File: config.mk
export PLATFORM = sky130hd
export DESIGN_NAME = bk_digit_subtractor
export DESIGN_NICKNAME = d
export VERILOG_FILES = /design/src/rtl/bk_digit_subtractor_pkg.sv /design/src/rtl/bk_digit_subtractor_sub_digit.sv /design/src/rtl/bk_digit_subtractor.sv
export SDC_FILE = /design/constraint.sdc
export NUM_CORES = 1
export LEC_CHECK = 0
export ABC_AREA = 1
export CAP_MARGIN = 5
export CORE_MARGIN = 10
export CORE_UTILIZATION = 55
export DETAILED_ROUTE_END_ITERATION = 6
export PLACE_DENSITY_LB_ADDON = 0.05
export SYNTH_ARGS = -nofsm -noshare
export SYNTH_HDL_FRONTEND = slang
export SYNTH_SLANG_ARGS = --single-unit
File: constraint.sdc
create_clock -name clk -period 2.9 [get_ports clk]
set_input_delay 0.435 -clock clk [delete_from_list [all_inputs] [get_ports clk]]
set_output_delay 0.435 -clock clk [all_outputs]
set_load 0.005 [all_outputs]
File: src/rtl/bk_digit_subtractor_pkg.sv
// Shared types and sizing helpers for the digit-serial Brent-Kung operand-recovery subtractor.
package bk_pkg;

    typedef enum logic [1:0] {
        IDLE,
        RUN,
        DONE
    } state_t;

    localparam int BK_WIDTH = 12;
    localparam int BK_DIGIT = 2;

    // Beats needed to cover the WIDTH+1-bit minuend: ceil((width+1)/digit).
    function automatic int bk_nb(input int width, input int digit);
        return (width + digit) / digit;
    endfunction

    function automatic int bk_cnt_w(input int nb);
        return (nb > 1) ? $clog2(nb) : 1;
    endfunction

endpackage

File: src/rtl/bk_digit_subtractor_sub_digit.sv
// Combinational DIGIT-bit ripple subtractor: d = a - b - bin, bout = borrow out of the MSB.
module bk_sub_digit #(
    parameter int DIGIT = 2
) (
    input  logic [DIGIT-1:0] a,
    input  logic [DIGIT-1:0] b,
    input  logic             bin,
    output logic [DIGIT-1:0] d,
    output logic             bout
);

    logic [DIGIT:0] w_borrow;

    // NOTE: every output of a combinational block is assigned on every path, so no latch can be inferred.
    always_comb begin
        w_borrow[0] = bin;
        for (int i = 0; i < DIGIT; i++) begin
            d[i]          = a[i] ^ b[i] ^ w_borrow[i];
            w_borrow[i+1] = (~a[i] & b[i]) | (~(a[i] ^ b[i]) & w_borrow[i]);
        end
        bout = w_borrow[DIGIT];
    end

endmodule

File: src/rtl/bk_digit_subtractor.sv
// Digit-serial B = sum - A recovery stage with valid/ready on both sides.
// Optional macro BK_SUB_SAT_EN: clamp diff_o to zero when the final borrow is set.
module bk_digit_subtractor
    import bk_pkg::*;
#(
    parameter int WIDTH = BK_WIDTH,
    parameter int DIGIT = BK_DIGIT
) (
    input  logic             clk,
    input  logic             rst_n,
    input  logic             in_valid,
    output logic             in_ready,
    input  logic [WIDTH:0]   sum_i,
    input  logic [WIDTH-1:0] opa_i,
    output logic             out_valid,
    input  logic             out_ready,
    output logic [WIDTH:0]   diff_o,
    output logic             borrow_o
);

    localparam int W1 = WIDTH + 1;
    localparam int NB = bk_nb(WIDTH, DIGIT);
    localparam int PW = NB * DIGIT;
    localparam int CW = bk_cnt_w(NB);
    localparam logic [CW-1:0] LAST_BEAT = CW'(NB - 1);

    state_t          r_state;
    state_t          w_state_nxt;
    logic [CW-1:0]   r_cnt;
    logic [PW-1:0]   r_a;
    logic [PW-1:0]   r_b;
    logic [PW-1:0]   r_res;
    logic            r_borrow;
    logic [W1-1:0]   r_diff;
    logic            r_bout;

    logic [DIGIT-1:0] w_d;
    logic             w_bout;
    logic [PW-1:0]    w_res_nxt;
    logic [W1-1:0]    w_diff_fin;
    logic             w_last;

    bk_sub_digit #(.DIGIT(DIGIT)) u_sub_digit (
        .a    (r_a[DIGIT-1:0]),
        .b    (r_b[DIGIT-1:0]),
        .bin  (r_borrow),
        .d    (w_d),
        .bout (w_bout)
    );

    assign w_last    = (r_cnt == LAST_BEAT);
    assign w_res_nxt = (r_res >> DIGIT) | (PW'(w_d) << (PW - DIGIT));

    // Padding digits are 0 - 0, so the borrow out of bit WIDTH passes through them unchanged.
`ifdef BK_SUB_SAT_EN
    assign w_diff_fin = w_bout ? '0 : w_res_nxt[W1-1:0];
`else
    assign w_diff_fin = w_res_nxt[W1-1:0];
`endif

    always_comb begin
        w_state_nxt = r_state;
        case (r_state)
            IDLE:    if (in_valid)  w_state_nxt = RUN;
            RUN:     if (w_last)    w_state_nxt = DONE;
            DONE:    if (out_ready) w_state_nxt = IDLE;
            default:                w_state_nxt = IDLE;
        endcase
    end

    // NOTE: sequential state uses non-blocking assignments only; all registers, shift registers
    // included, are ordinary flops and clear on the asynchronous reset.
    always_ff @(posedge clk or negedge rst_n) begin
        if (!rst_n) begin
            r_state  <= IDLE;
            r_cnt    <= '0;
            r_a      <= '0;
            r_b      <= '0;
            r_res    <= '0;
            r_borrow <= 1'b0;
            r_diff   <= '0;
            r_bout   <= 1'b0;
        end else begin
            r_state <= w_state_nxt;
            case (r_state)
                IDLE: if (in_valid) begin
                    r_a      <= PW'(sum_i);
                    r_b      <= PW'(opa_i);
                    r_borrow <= 1'b0;
                    r_cnt    <= '0;
                end
                RUN: begin
                    r_a      <= r_a >> DIGIT;
                    r_b      <= r_b >> DIGIT;
                    r_res    <= w_res_nxt;
                    r_borrow <= w_bout;
                    r_cnt    <= r_cnt + 1'b1;
                    if (w_last) begin
                        r_diff <= w_diff_fin;
                        r_bout <= w_bout;
                    end
                end
                default: ;
            endcase
        end
    end

    assign in_ready  = (r_state == IDLE);
    assign out_valid = (r_state == DONE);
    assign diff_o    = r_diff;
    assign borrow_o  = r_bout;

endmodule
### Word-level counts from Yosys, hierarchy flattened

Index checks and enable logic that the tools add are counted.

* add/subtract/negate cells: 1
* eq/ne operators: 6
* mux-type cells: 12
* bitwise gates (word level): 15
* reductions and logical operators: 5

Operators by type and width (number)
* $pmux W14 S2: 2
* $mux W14: 2
* $or A12 B14 Y14: 1
* $mux W2: 3
* $pmux W2 S3: 1
* $pmux W3 S2: 1
* $and A1 B1 Y1: 4
* $ne A2 B2 Y1 const B: 2
* $not A1 Y1: 4
* $reduce_and A2 Y1: 2
* $xor A1 B1 Y1: 4
* $add A3 B1 Y3 const B: 1
* $eq A3 B3 Y1 const B: 1
* $mux W3: 1
* $reduce_and A3 Y1: 1
* $eq A2 B1 Y1 const B: 1
* $eq A2 B2 Y1 const B: 1
* $logic_not A2 Y1: 1
* $ne A2 B1 Y1 const B: 1
* $or A1 B1 Y1: 2
* $pmux W1 S2: 1
* $reduce_bool A2 Y1: 1
* $mux W1: 1

* bits in registers: 62
* bits of input ports: 29
* output and inout bits: 16
* word-level logic and storage cells: 47

### Longest topological paths before layout

* word-level depth: 7
* mapped depth: 8
* depth with buffers taken out: 7

### By module

Synthesis repeated with hierarchy kept, for this count alone.

* cell total of the unflattened synthesis: 329
* area, all modules: 2742.6 sq um

Modules (own cells, without submodules)
* bk_digit_subtractor: instances 1, cells each 322, area each 2683.8 sq um, seq. area each 1426.4 sq um
* bk_sub_digit: instances 1, cells each 7, area each 58.8 sq um, seq. area each 0.0 sq um

### Least setup slack after synthesis

Ideal clock, no wire load.

* kind: reg2reg
* from: register r_a[0]
* to: register r_res[13]
* setup time: 0.127 ns
* arrival: 1.354 ns
* data required time: 2.773 ns
* path slack: 1.419 ns
* stages on the path, launching flop included: 7
* path buffers: 0
* period minus slack after synthesis: 1.481 ns
* path through: dfrtp_1 > inv_1 > fa_1 > inv_1 > fa_1 > nand2_1 > o21ai_0

* cells in the longest elaborated chain, start to end: 6
* elaborated cells between the ends (all ways): 8
* those cells by class: bitwise: 8

Ends and longest elaborated chain
* from (decl): line bk_digit_subtractor.sv:30 `logic [PW-1:0] r_a;`
* from (signal assigned): line bk_digit_subtractor.sv:87 `r_a <= PW'(sum_i);`
* from (signal assigned): line bk_digit_subtractor.sv:93 `r_a <= r_a >> DIGIT;`
* $xor A1 B1 Y1: line bk_digit_subtractor_sub_digit.sv:19 `w_borrow[i+1] = (~a[i] & b[i]) | (~(a[i] ^ b[i]) & w_borrow[i]);`
* $not A1 Y1: line bk_digit_subtractor_sub_digit.sv:19
* $and A1 B1 Y1: line bk_digit_subtractor_sub_digit.sv:19
* $or A1 B1 Y1 (*): line bk_digit_subtractor_sub_digit.sv:19
* $xor A1 B1 Y1 (*): line bk_digit_subtractor_sub_digit.sv:18 `d[i] = a[i] ^ b[i] ^ w_borrow[i];`
* via u_sub_digit.d[1]: line bk_digit_subtractor_sub_digit.sv:8 `output logic [DIGIT-1:0] d,`
* $or A12 B14 Y14 (*): line bk_digit_subtractor.sv:52 `assign w_res_nxt = (r_res >> DIGIT) | (PW'(w_d) << (PW - DIGIT));`
* to (signal assigned): line bk_digit_subtractor.sv:95 `r_res <= w_res_nxt;`
* to (decl): line bk_digit_subtractor.sv:32 `logic [PW-1:0] r_res;`

Mark *: on every way through the listed nets, which the timed path passes. The rest lies on a longest branch.
A chain may end at the register's enable or synchronous reset.

### Worst setup path in the final report

* from: register r_state[0]
* to: output port in_ready

* cells in the longest elaborated chain, start to end: 1

Ends and longest elaborated chain
* from (decl): line bk_digit_subtractor.sv:27 `state_t r_state;`
* from (signal assigned): line bk_digit_subtractor.sv:84 `r_state <= w_state_nxt;`
* $logic_not A2 Y1: line bk_digit_subtractor.sv:108 `assign in_ready = (r_state == IDLE);`
* to (decl): line bk_digit_subtractor.sv:12 `output logic in_ready,`

Every way passes these cells.

==> qor.csv <==
metric,value,unit
avgSynthCellArea,8.393,µm²
clockBufferDepth,2,
ys_types,19,
root_buffer,clkbuf_8,
syn_nets,358,
critPathLaunch,r_state[0],
yosysMostFrequentCell,nand2_1,
core,0.004755,mm²
tns,0,ns
hpwl,3.932,mm
ys_seq_area_share,52.29,%
crit_arrival,1.67,ns
wl_per_cell,12.77,µm
worst_slew_pin_slew,0.4906,ns
final_antenna_net_count,0,
cp-start-kind,flip-flop,
synth_common_cells,"nand2_1 (95), dfrtp_1 (57), inv_1 (57)",
crit_chain,nor2_1 -> clkdlybuf4s50_1,
routed_wl,5.631,mm
port_buffers,44,
grt_pass1_wl,9.804,mm
synthArstFlopShare,100.0,%
first_global_vias,2095,
overflow,0,
gp_congestion,0.7670,
leakage,0.001770,µW
p_per_area,1068,mW/mm²
cts_tree,yes,
vias,2129,
diodes,0,
final_util,71.45,%
htreeDepth,3,
cts.sinks,57,
crit_slowest_cell,clkdlybuf4s50_1,
dr.pass1.iters,5,
grtUsageTotal,14.68,%
p_total,3627,µW
required,2.47,ns
path_class,flip-flop to output pin,
pwr-share-comb,39.2,%
ys_warn_count,0,
ctsHoldBuffers,0,
clk_latency,0.33,ns
p_sw,1347,µW
run_status,completed,
slowest_delay,0.58,ns
post-route-min-period,2.104,ns
rows,25,
whs,0.05724,ns
start_util,57.37,%
slew_violations,0,
p_sw_share,37.13,%
clockPowerShare,23.3,%
cts-resized-gates,0,
fin_nets,402,
rsz0062_at_grt,no,
dp.cells,425,
synth_ff_type,dfrtp_1,
synth-seq-cells,57,
r2r-start,r_state[0],
grt_max_degree,41,
syn_to_final_growth,24.54,%
drive_gt1_share,11.23,%
yosys.area.top_type,dfrtp_1,
drc_errors,0,
relSlewSlack,67.30,%
synth_edf_count,0,
hold_viol,0,
regArea,0.001426,mm²
multiInputGateArea,963.4,µm²
cp_max_fo,6,
die_h,90.42,µm
reg2reg_depth,6,
p_int,2280,µW
post_cts.repair.setup_buffers,0,
max_freq,475.3,MHz
viasPerCell,4.828,
syn_area,0.002728,mm²
cp-end-kind,output pin,
cts_buffers,9,
min_period_over_period,72.55,%
max-cap-violations,0,
ff2ff_setup_slack,1.32,ns
max-vdd-ir-drop,626.5,µV
holdCritPathClass,input pin to async pin,
pwr-share-seq,37.5,%
final_cell_count_no_fill,441,
drtIter0Drc,104,
die_w,90.42,µm
synth_area_leaders,"dfrtp_1 (52%), nand2_1 (13%), nand3_1 (9.4%)",
antenna_found_initial,0,
syn_inst,325,
finClkSkew,0.004858,ns
io_pins,45,
design.die.area,0.008176,mm²
synth_top_area_share,52.29,%
fill_cells,406,
worstReg2RegEnd,diff_o[8],
finalSetupViolCount,0,
path_clk_slew,0.07,ns
layer usage:
| metal | vias up | global-route usage (%) | routed length [µm] |
|---|---|---|---|
| li1 | 1092 | - | - |
| met1 | 985 | 16.79 | 2484 |
| met2 | 44 | 24.21 | 2762 |
| met3 | 8 | 4.988 | 291 |
| met4 | 0 | 6.764 | 93 |
| met5 | - | 0 | 0 |
metrics by stage:
| step | setup WS, ns | area [µm²] |
|---|---|---|
| 2_1_floorplan | 1.419 | 2728 |
| 5_1_grt | 0.7041 | 3397 |
| 3_5_place_dp | 1.140 | 3168 |
| 3_3_place_gp | 1.177 | 3168 |
| 4_1_cts | 0.7789 | 3397 |
| 6_report | 0.7960 | 3397 |
registers in the layout, summed over array words and instances, names as in the netlist:
| name | flops |
|---|---|
| r_state | 2 |
| r_res | 12 |
| r_borrow | 1 |
| borrow_o | 1 |
| r_cnt | 3 |
| r_a | 13 |
| diff_o | 13 |
| r_b | 12 |
power groups by stage:
stage | sequential, µW | clock (µW) | combinational (µW)
finish | 1360 | 843 | 1420
global route | 1410 | 896 | 1660
CTS | 1360 | 861 | 1460
detailed placement | 1370 | 0 | 1450
global placement | 1360 | 0 | 1410
floorplan | 1330 | 0 | 1050
area by class of cell:
class,instances,area share [%]
Sequential cell,57,41.99
Multi-Input combinational cell,193,28.36
Timing Repair Buffer,49,13.92
Inverter,59,6.519
Clock buffer,11,4.457
Tap cell,67,2.468
Clock inverter,5,2.284
how the worst max path moves through the flow:
stage	cells after the start	to
floorplan	6	r_res[13]
global placement	2	in_ready
detailed placement	2	in_ready
CTS	2	in_ready
global route	2	in_ready
finish	2	in_ready
layout by cell type (no fill, tap or decap):
master / n
inv_1: 57
o21ai_0: 21
o21ai_2: 12
nand2_2: 2
fa_1: 2
buf_2: 1
nand2_4: 3
nor2_4: 1
clkinvlp_4: 1
clkinv_2: 2
clkdlybuf4s50_1: 43
nor2_1: 3
nand2_1: 95
dfrtp_1: 57
nand3_1: 51
inv_2: 2
ha_1: 2
bufinv_16: 2
buf_4: 5
clkbuf_8: 11
o31ai_1: 1
logic make-up (layout without fill, tap and decap cells):
kind of cell | after synthesis | after routing | synth area share (%)
buffers and inverters | 75 | 124 | 12.39
AOI/OAI and AO/OA | 34 | 34 | 7.982
and+or+nand+nor | 155 | 155 | 24.95
adders and majority gates | 4 | 4 | 2.385
DFF | 57 | 57 | 52.29
critical path, delay by kind of cell, from the launching register on:
kind / cells / cell delay (ns)
DFF: 1 / 0.44
and+or+nand+nor: 1 / 0.32
buffers and inverters: 1 / 0.58
Power figures use the tool's default switching activity.
